### config.mk
export PLATFORM = sky130hd
export DESIGN_NAME = dma
export DESIGN_NICKNAME = d
export VERILOG_FILES = /design/src/rtl/dma.sv
export SDC_FILE = /design/constraint.sdc
export NUM_CORES = 1
export LEC_CHECK = 0
export CORE_MARGIN = 10
export CORE_UTILIZATION = 50
export DETAILED_ROUTE_END_ITERATION = 10
export HOLD_SLACK_MARGIN = 0.08
export PLACE_DENSITY = 0.87
export RECOVER_POWER = 100
export SLEW_MARGIN = 20
export SYNTH_ARGS = -nofsm -noshare
export SYNTH_HDL_FRONTEND = slang
export SYNTH_SLANG_ARGS = --single-unit
### constraint.sdc
create_clock -name clk -period 2.75 [get_ports clk]
set_input_delay 0.4125 -clock clk [delete_from_list [all_inputs] [get_ports clk]]
set_output_delay 0.4125 -clock clk [all_outputs]
set_load 0.005 [all_outputs]
### src/rtl/dma.sv
// dma -- single-channel word-copy DMA engine.
//
// A register port (stb/we/addr/data_in -> data_out/ack) programs a source
// word address (SRC), a destination word address (DST), a word count (CNT)
// and a control/status register (CTRL). A start moves CNT words from SRC to
// DST over a simple strobe/acknowledge master bus, one read then one write
// per word. Addresses are 22-bit word addresses that wrap modulo 2^22.
//
// Ports
//   clk       system clock, all state changes on the rising edge
//   rst       synchronous active-high reset
//   stb       register-port strobe
//   we        register-port write enable
//   addr      register select: 0 SRC, 1 DST, 2 CNT, 3 CTRL
//   data_in   register write data
//   data_out  register read data (combinational from addr)
//   ack       register-port acknowledge (equals stb)
//   m_stb     master strobe
//   m_we      master write enable
//   m_addr    master word address
//   m_din     master read data
//   m_dout    master write data (0 outside the write phase)
//   m_ack     master acknowledge
//   irq       level interrupt, done AND ie
//
// CTRL write: bit0 start, bit1 ie, any write clears done.
// CTRL read : bit0 busy, bit1 done, bit2 ie.
//
// Optional feature, macro DMA_FILL_EN: CTRL write bit2 selects fill mode,
// in which the read phase is skipped and the zero-extended SRC value is
// written to every destination word while SRC stays put. Because bit2 of the
// status view already carries ie, the fill flag reads back on CTRL bit3.

module dma (
  input  logic         clk,
  input  logic         rst,
  input  logic         stb,
  input  logic         we,
  input  logic [3:2]   addr,
  input  logic [31:0]  data_in,
  output logic [31:0]  data_out,
  output logic         ack,
  output logic         m_stb,
  output logic         m_we,
  output logic [23:2]  m_addr,
  input  logic [31:0]  m_din,
  output logic [31:0]  m_dout,
  input  logic         m_ack,
  output logic         irq
);

  typedef enum logic [1:0] {
    S_IDLE = 2'd0,
    S_RD   = 2'd1,
    S_WR   = 2'd2
  } state_t;

  state_t       r_state;
  state_t       w_next;

  logic [21:0]  r_src;
  logic [21:0]  r_dst;
  logic [15:0]  r_cnt;
  logic [31:0]  r_buf;
  logic         r_ie;
  logic         r_done;

  logic         w_busy;
  logic         w_fill;
  logic         w_reg_wr;
  logic         w_ctrl_wr;
  logic         w_start;
  logic         w_last;
  logic         w_set_done;
  logic         w_unused_data;

`ifdef DMA_FILL_EN
  logic         r_fill;
  assign w_fill = r_fill;
`else
  assign w_fill = 1'b0;
`endif

  assign w_busy    = (r_state != S_IDLE);
  assign w_reg_wr  = stb & we;
  assign w_ctrl_wr = w_reg_wr & (addr == 2'd3);
  assign w_start   = w_ctrl_wr & data_in[0] & ~w_busy;
  // Final word: write accepted while exactly one word remains.
  assign w_last    = (r_state == S_WR) & m_ack & (r_cnt == 16'd1);
  // A zero-length start completes immediately without bus traffic.
  assign w_set_done = w_last | (w_start & (r_cnt == 16'd0));

  // Upper write-data bits have no register behind them.
  assign w_unused_data = ^data_in[31:22];

  assign ack = stb;
  assign irq = r_done & r_ie;

  // State register.
  always_ff @(posedge clk) begin
    if (rst) begin
      r_state <= S_IDLE;
    end else begin
      r_state <= w_next;
    end
  end

  // Next-state logic and master bus outputs.
  always_comb begin
    w_next = r_state;
    m_stb  = 1'b0;
    m_we   = 1'b0;
    m_addr = 22'd0;
    m_dout = 32'd0;
    case (r_state)
      S_IDLE: begin
        if (w_start && (r_cnt != 16'd0)) begin
          w_next = w_fill ? S_WR : S_RD;
        end else begin
          w_next = S_IDLE;
        end
      end
      S_RD: begin
        m_stb  = 1'b1;
        m_addr = r_src;
        if (m_ack) begin
          w_next = S_WR;
        end else begin
          w_next = S_RD;
        end
      end
      S_WR: begin
        m_stb  = 1'b1;
        m_we   = 1'b1;
        m_addr = r_dst;
        m_dout = w_fill ? {10'd0, r_src} : r_buf;
        if (m_ack) begin
          if (r_cnt == 16'd1) begin
            w_next = S_IDLE;
          end else begin
            // Next word starts straight away, no idle gap.
            w_next = w_fill ? S_WR : S_RD;
          end
        end else begin
          w_next = S_WR;
        end
      end
      default: begin
        w_next = S_IDLE;
      end
    endcase
  end

  // Channel registers, data buffer and control/status bits.
  always_ff @(posedge clk) begin
    if (rst) begin
      r_src  <= 22'd0;
      r_dst  <= 22'd0;
      r_cnt  <= 16'd0;
      r_buf  <= 32'd0;
      r_ie   <= 1'b0;
      r_done <= 1'b0;
`ifdef DMA_FILL_EN
      r_fill <= 1'b0;
`endif
    end else begin
      // Channel setup is frozen while a transfer is running.
      if (w_reg_wr && !w_busy) begin
        case (addr)
          2'd0:    r_src <= data_in[21:0];
          2'd1:    r_dst <= data_in[21:0];
          2'd2:    r_cnt <= data_in[15:0];
          default: ;
        endcase
      end
      if ((r_state == S_RD) && m_ack) begin
        r_buf <= m_din;
      end
      if ((r_state == S_WR) && m_ack) begin
        if (!w_fill) begin
          r_src <= r_src + 22'd1;
        end
        r_dst <= r_dst + 22'd1;
        r_cnt <= r_cnt - 16'd1;
      end
      if (w_ctrl_wr) begin
        r_ie <= data_in[1];
      end
      // Completion wins over a same-cycle clear from software.
      if (w_set_done) begin
        r_done <= 1'b1;
      end else if (w_ctrl_wr) begin
        r_done <= 1'b0;
      end
`ifdef DMA_FILL_EN
      if (w_ctrl_wr && !w_busy) begin
        r_fill <= data_in[2];
      end
`endif
    end
  end

  // Register read-back mux.
  always_comb begin
    data_out = 32'd0;
    case (addr)
      2'd0:    data_out = {10'd0, r_src};
      2'd1:    data_out = {10'd0, r_dst};
      2'd2:    data_out = {16'd0, r_cnt};
`ifdef DMA_FILL_EN
      2'd3:    data_out = {28'd0, r_fill, r_ie, r_done, w_busy};
`else
      2'd3:    data_out = {29'd0, r_ie, r_done, w_busy};
`endif
      default: data_out = 32'd0;
    endcase
  end

endmodule

Yosys cells after proc, flatten, opt, wreduce, memory -nomap -nowiden
Index checks and enable logic that the tools add are counted.

storage, ports and cells
  bits in registers = 96
  bits in latches = 0
  bits in writable memories = 0
  bits in read-only memories = 0
  input bits = 71
  output and inout bits = 90
  word-level logic and storage cells = 66
  memories = 0

operators by class
  add/sub/neg operators = 3
  multipliers = 0
  divide/modulo/power cells = 0
  order comparisons = 0
  equality and inequality tests = 6
  shift-type cells = 0
  muxes and demuxes = 21
  bitwise logic cells = 10
  reductions and logical operators = 19

operators by type and width
  kind                                                 count
  two-way mux 22 bit                                   6
  one-hot mux 32 bit (4 select lines)                  1
  two-way mux 16 bit                                   3
  adder 22 x 1 -> 22 bit (second input constant)       2
  one-hot mux 22 bit (2 select lines)                  1
  two-way mux 32 bit                                   1
  == test 16 x 1 -> 1 bit (second input constant)      1
  logical NOT 16 bit                                   1
  nonzero test 16 bit                                  1
  subtractor 16 x 1 -> 16 bit (second input constant)  1
  nonzero test 2 bit                                   6
  bitwise AND 1 bit                                    8
  == test 2 bit (second input constant)                3
  two-way mux 1 bit                                    6
  one-hot mux 2 bit (3 select lines)                   1
  AND reduction 2 bit                                  3
  == test 2 x 1 -> 1 bit (second input constant)       2
  logical AND 1 bit                                    4
  logical NOT 2 bit                                    2
  two-way mux 2 bit                                    2
  OR reduction 2 bit                                   1
  logical NOT 1 bit                                    1
  inverter 1 bit                                       1
  bitwise OR 1 bit                                     1

Logic depth before layout (Yosys ltp)
Gate-level depths: netlist (run 1).

  depth after elaboration = 7
  mapped depth = 9
  gate-level depth less buffers = 6

Worst setup path before layout (run 1)
No wires, ideal clock.

  path kind = register -> register
  start = reg r_state[0]
  end = reg r_src[17]
  setup time = 0.074 ns
  data arrival time = 2.059 ns
  data required time = 2.676 ns
  slack = 0.616 ns
  cell stages (with the launch flop) = 9
  path buffers = 2
  clock period less this slack = 2.134 ns
  cell sequence = dfxtp_1 > inv_1 > ha_1 > buf_2 > nand2_1 > or4_1 > clkbuf_1 > or4_1 > a31oi_1

on the way
  cells in the longest elaborated chain, start to end = 5
  elaborated cells on any way between the ends = 9
  those cells by class = eq/ne (1); mux (1); reduce/logical (7)

RTL lines
  element                        line  text
  start, declared                58    state_t r_state;
  start signal, assigned         104   r_state <= w_next;
  nonzero test 2 bit             84    assign w_busy = (r_state != S_IDLE);
  logical NOT 1 bit              168   if (w_reg_wr && !w_busy) begin
  logical AND 1 bit              168
  nonzero test 2 bit (no line)   n/a
  AND reduction 2 bit (no line)  n/a
  end signal, assigned           170   2'd0: r_src <= data_in[21:0];
  end signal, assigned           181   r_src <= r_src + 22'd1;
  end, declared                  61    logic [21:0] r_src;

Parallel ways exist; a longest one is shown, timed or not.
A chain may end at the register's enable or synchronous reset.

Worst setup path after layout (run 1)
  start = reg r_state[1]
  end = out m_addr[22] in the netlist's numbering

on the way
  cells in the longest elaborated chain, start to end = 2
  elaborated cells on any way between the ends = 3
  those cells by class = eq/ne (2); mux (1)

RTL lines
  element                                                         line  text
  == test 2 bit / == test 2 x 1 -> 1 bit (equally long branches)  115   case (r_state)
  one-hot mux 22 bit (2 select lines) *                           115
  end, declared                                                   45    output logic [23:2] m_addr,

Every way passes the cells marked *; elsewhere a longest branch is shown, timed or not.

==> results of run 1 <==
## cell type report
cell class | count | area, um2 | area share [%]
well taps | 147 | 184 | 2.32
flip-flops and latches | 96 | 1920 | 24.2
clock buffers | 11 | 253 | 3.18
repair buffers | 177 | 1710 | 21.5
multi-input cells | 635 | 3800 | 47.9
inverters | 9 | 33.8 | 0.425
clock inverters | 5 | 40.0 | 0.504
## power by group
part	internal, mW	total (mW)	switching (mW)
logic	0.167	0.350	0.183
registers	1.41	1.46	0.0432
clock network	0.670	1.27	0.602
## registers in the layout, summed over array words and instances (netlist names)
name	count
r_buf	32
r_dst	22
r_src	22
r_cnt	16
r_state	2
r_done	1
r_ie	1
## what timing repair did
action / CTS / global route
hold buffers: 0 / 0
endpoints found under the setup margin: 0 / 25
gates resized for setup: 0 / 2
## critical path: stages, from the launching register on
cell and delay, ps:
dfxtp_1 440, inv_1 100, ha_2 500, buf_4 220, nor2b_1 150, clkdlybuf4s50_1 520
## final timing paths
check	start	to	cells past startpoint
hold reg to reg	r_buf[29]$_SDFFE_PP0P_	r_buf[29]$_SDFFE_PP0P_	2
setup reg to reg	r_src[3]$_SDFFE_PP0P_	r_src[17]$_SDFFE_PP0P_	4
hold / removal	rst	r_src[13]$_SDFFE_PP0P_	2
setup / recovery	r_state[1]$_SDFF_PP0_	m_addr[22]	5
## per-stage QoR
stage / hold slack, ps / setup TNS [ps] / area, um2 / total power, mW / std cells
after global placement: 437 / 0 / 7640 / 1.82 / 1064
after global routing: 457 / -5.93 / 7940 / 3.15 / 1080
after detailed placement: 442 / 0 / 7640 / 1.82 / 1064
after floorplan: 432 / 0 / 6110 / 1.65 / 824
final: 409 / 0 / 7940 / 3.08 / 1080
after CTS: 407 / 0 / 7930 / 3.06 / 1080
## cells in the mapped netlist, types with 8 or more instances
library cell and number:
nor3_1 21, a22oi_1 29, dfxtp_1 96, a31oi_1 15
nor4_1 16, nand4_1 18, a2bb2oi_1 9, nor2_1 49
o21ai_0 33, nand3_1 32, buf_4 11, inv_1 9
a21oi_1 73, and3_1 16, a311oi_1 9, nor2b_1 27
ha_1 8, nand2_1 114, o311ai_0 8, mux2i_1 22
and2_1 39, clkbuf_1 59
## routing by layer
metal,up-vias,track usage [%],wire [um]
met5,-,0,0
met4,0,10.4,797
met3,99,6.25,2900
met2,516,40.9,10600
met1,3255,32.6,8530
li1,3208,-,-
## cell families (layout without fill, tap and decap cells)
family	after synthesis	after routing	synth area share (%)
simple gates	366	366	30.9
compound gates	225	225	24.4
flops	96	96	31.6
buf+inv	93	202	6.59
mux	25	25	4.73
fa+ha+maj	8	8	1.65
other cells	1	10	0.0617
xor+xnor	1	1	0.144
==> impl_metrics.py, run 1 <==
metrics = {
    "floorplan": {
        "die_width_um": 130,
        "num_io_pins": 161,
        "die_h_um": 130,
        "initial_core_util_pct": 50.8,
        "coreArea_mm2": 0.0120,
        "row_count": 40,
        "dieArea_mm2": 0.0170,
    },
    "synth": {
        "ys_ff_latch": 96,
        "syn-cell-area_mm2": 0.00608,
        "yosys.cell_types.count": 60,
        "synth_seq_area_share_pct": 31.6,
        "netlist.area_leader.share_pct": 31.6,
        "syn_area_per_cell_um2": 7.46,
        "yosysTopAreaCell": "dfxtp_1",
        "synth_area_leaders": "dfxtp_1, nand2_1, a21oi_1",
        "synth_edf_count": 0,
        "ys.flop_type": "dfxtp_1",
        "netlist_instances": 815,
        "synthArstFlopShare_pct": 0,
        "ys_warn_count": 0,
    },
    "run_status": {
        "status": "complete, no violations",
    },
    "cts": {
        "cts_buffers": 9,
        "root_buffer": "clkbuf_16",
        "cts_tree": "yes",
        "insertion_delay_ps": 370,
        "cts.sinks": 96,
        "clkTransAtPathRegs_ps": 80,
        "clock_path_buffers": 2,
        "post_cts_buffers": 0,
        "htreeDepth": 3,
    },
    "pwr": {
        "leakagePower_nw": 2.69,
        "p_per_area_mw_per_mm2": 388,
        "irDropWorstVdd_mv": 0.272,
    },
    "placed_design": {
        "place_ws_ps": 189,
        "port_buffers": 140,
        "hpwlAfterDp_mm": 16.5,
        "finalWeightedCongestion": 0.974,
    },
    "critical_path": {
        "path_max_fanout": 12,
        "critPathLaunchType": "flip-flop",
        "critPathKind": "reg2out",
        "critPathRequiredTime_ps": 2340,
        "arrival_ps": 2310,
        "cp-end-kind": "primary output",
        "rrSetupSlack_ps": 380,
    },
    "timing": {
        "relSlewSlack_pct": 41.6,
        "layout_setup_ws_ps": 32.0,
        "setup_viol": 0,
        "skew_ps": 13.0,
        "maxSlewViolCount": 0,
        "tightestPinTransition_ps": 869,
        "max_freq_mhz": 368,
        "hold_violations": 0,
        "finalCritPeriodShare_pct": 98.8,
        "min_period_ps": 2720,
    },
    "finish": {
        "diodes": 0,
        "utilization_pct": 66.4,
        "nNetsFinal": 1007,
        "final_common_cell": "clkdlybuf4s50_1",
        "fillers": 1003,
        "final_cell_mix": "clkdlybuf4s50_1, nand2_1, dfxtp_1, a21oi_1, nor2_1",
        "syn2layout_area_growth_pct": 30.7,
        "drive_above_1_share_pct": 7.18,
    },
    "global_routing": {
        "grt_overflow": 0,
        "grt_pass1_vias": 6299,
        "track_usage_pct": 25.7,
        "grt_antenna_before_repair": 0,
        "grt_pass1_wl_mm": 34.7,
        "grt_start_max_net_pins": 54,
    },
    "detailed_routing": {
        "wl_per_cell_um": 21.2,
        "drt_iter0_markers": 1067,
        "antenna_left": 0,
        "drc_errors": 0,
        "vias_per_cell": 6.55,
        "dr.pass1.iters": 6,
        "dr_total_vias": 7078,
        "wirelength_mm": 22.9,
    },
    "job": {
        "max_cap_violations": 0,
    },
    "hold_path": {
        "hp-class": "in2reg",
    },
}
Note: power is estimated with default switching activity, not from simulation.
==> inputs of run 2 (changes only) <==
--- a/config.mk
+++ b/config.mk
@@ -11,6 +11,7 @@
 export HOLD_SLACK_MARGIN = 0.08
 export PLACE_DENSITY = 0.87
 export RECOVER_POWER = 100
+export SKIP_LAST_GASP = 1
 export SLEW_MARGIN = 20
 export SYNTH_ARGS = -nofsm -noshare
 export SYNTH_HDL_FRONTEND = slang
==> results of run 2 <==
Final layout, timing and power as in run 1 (identical DEF).
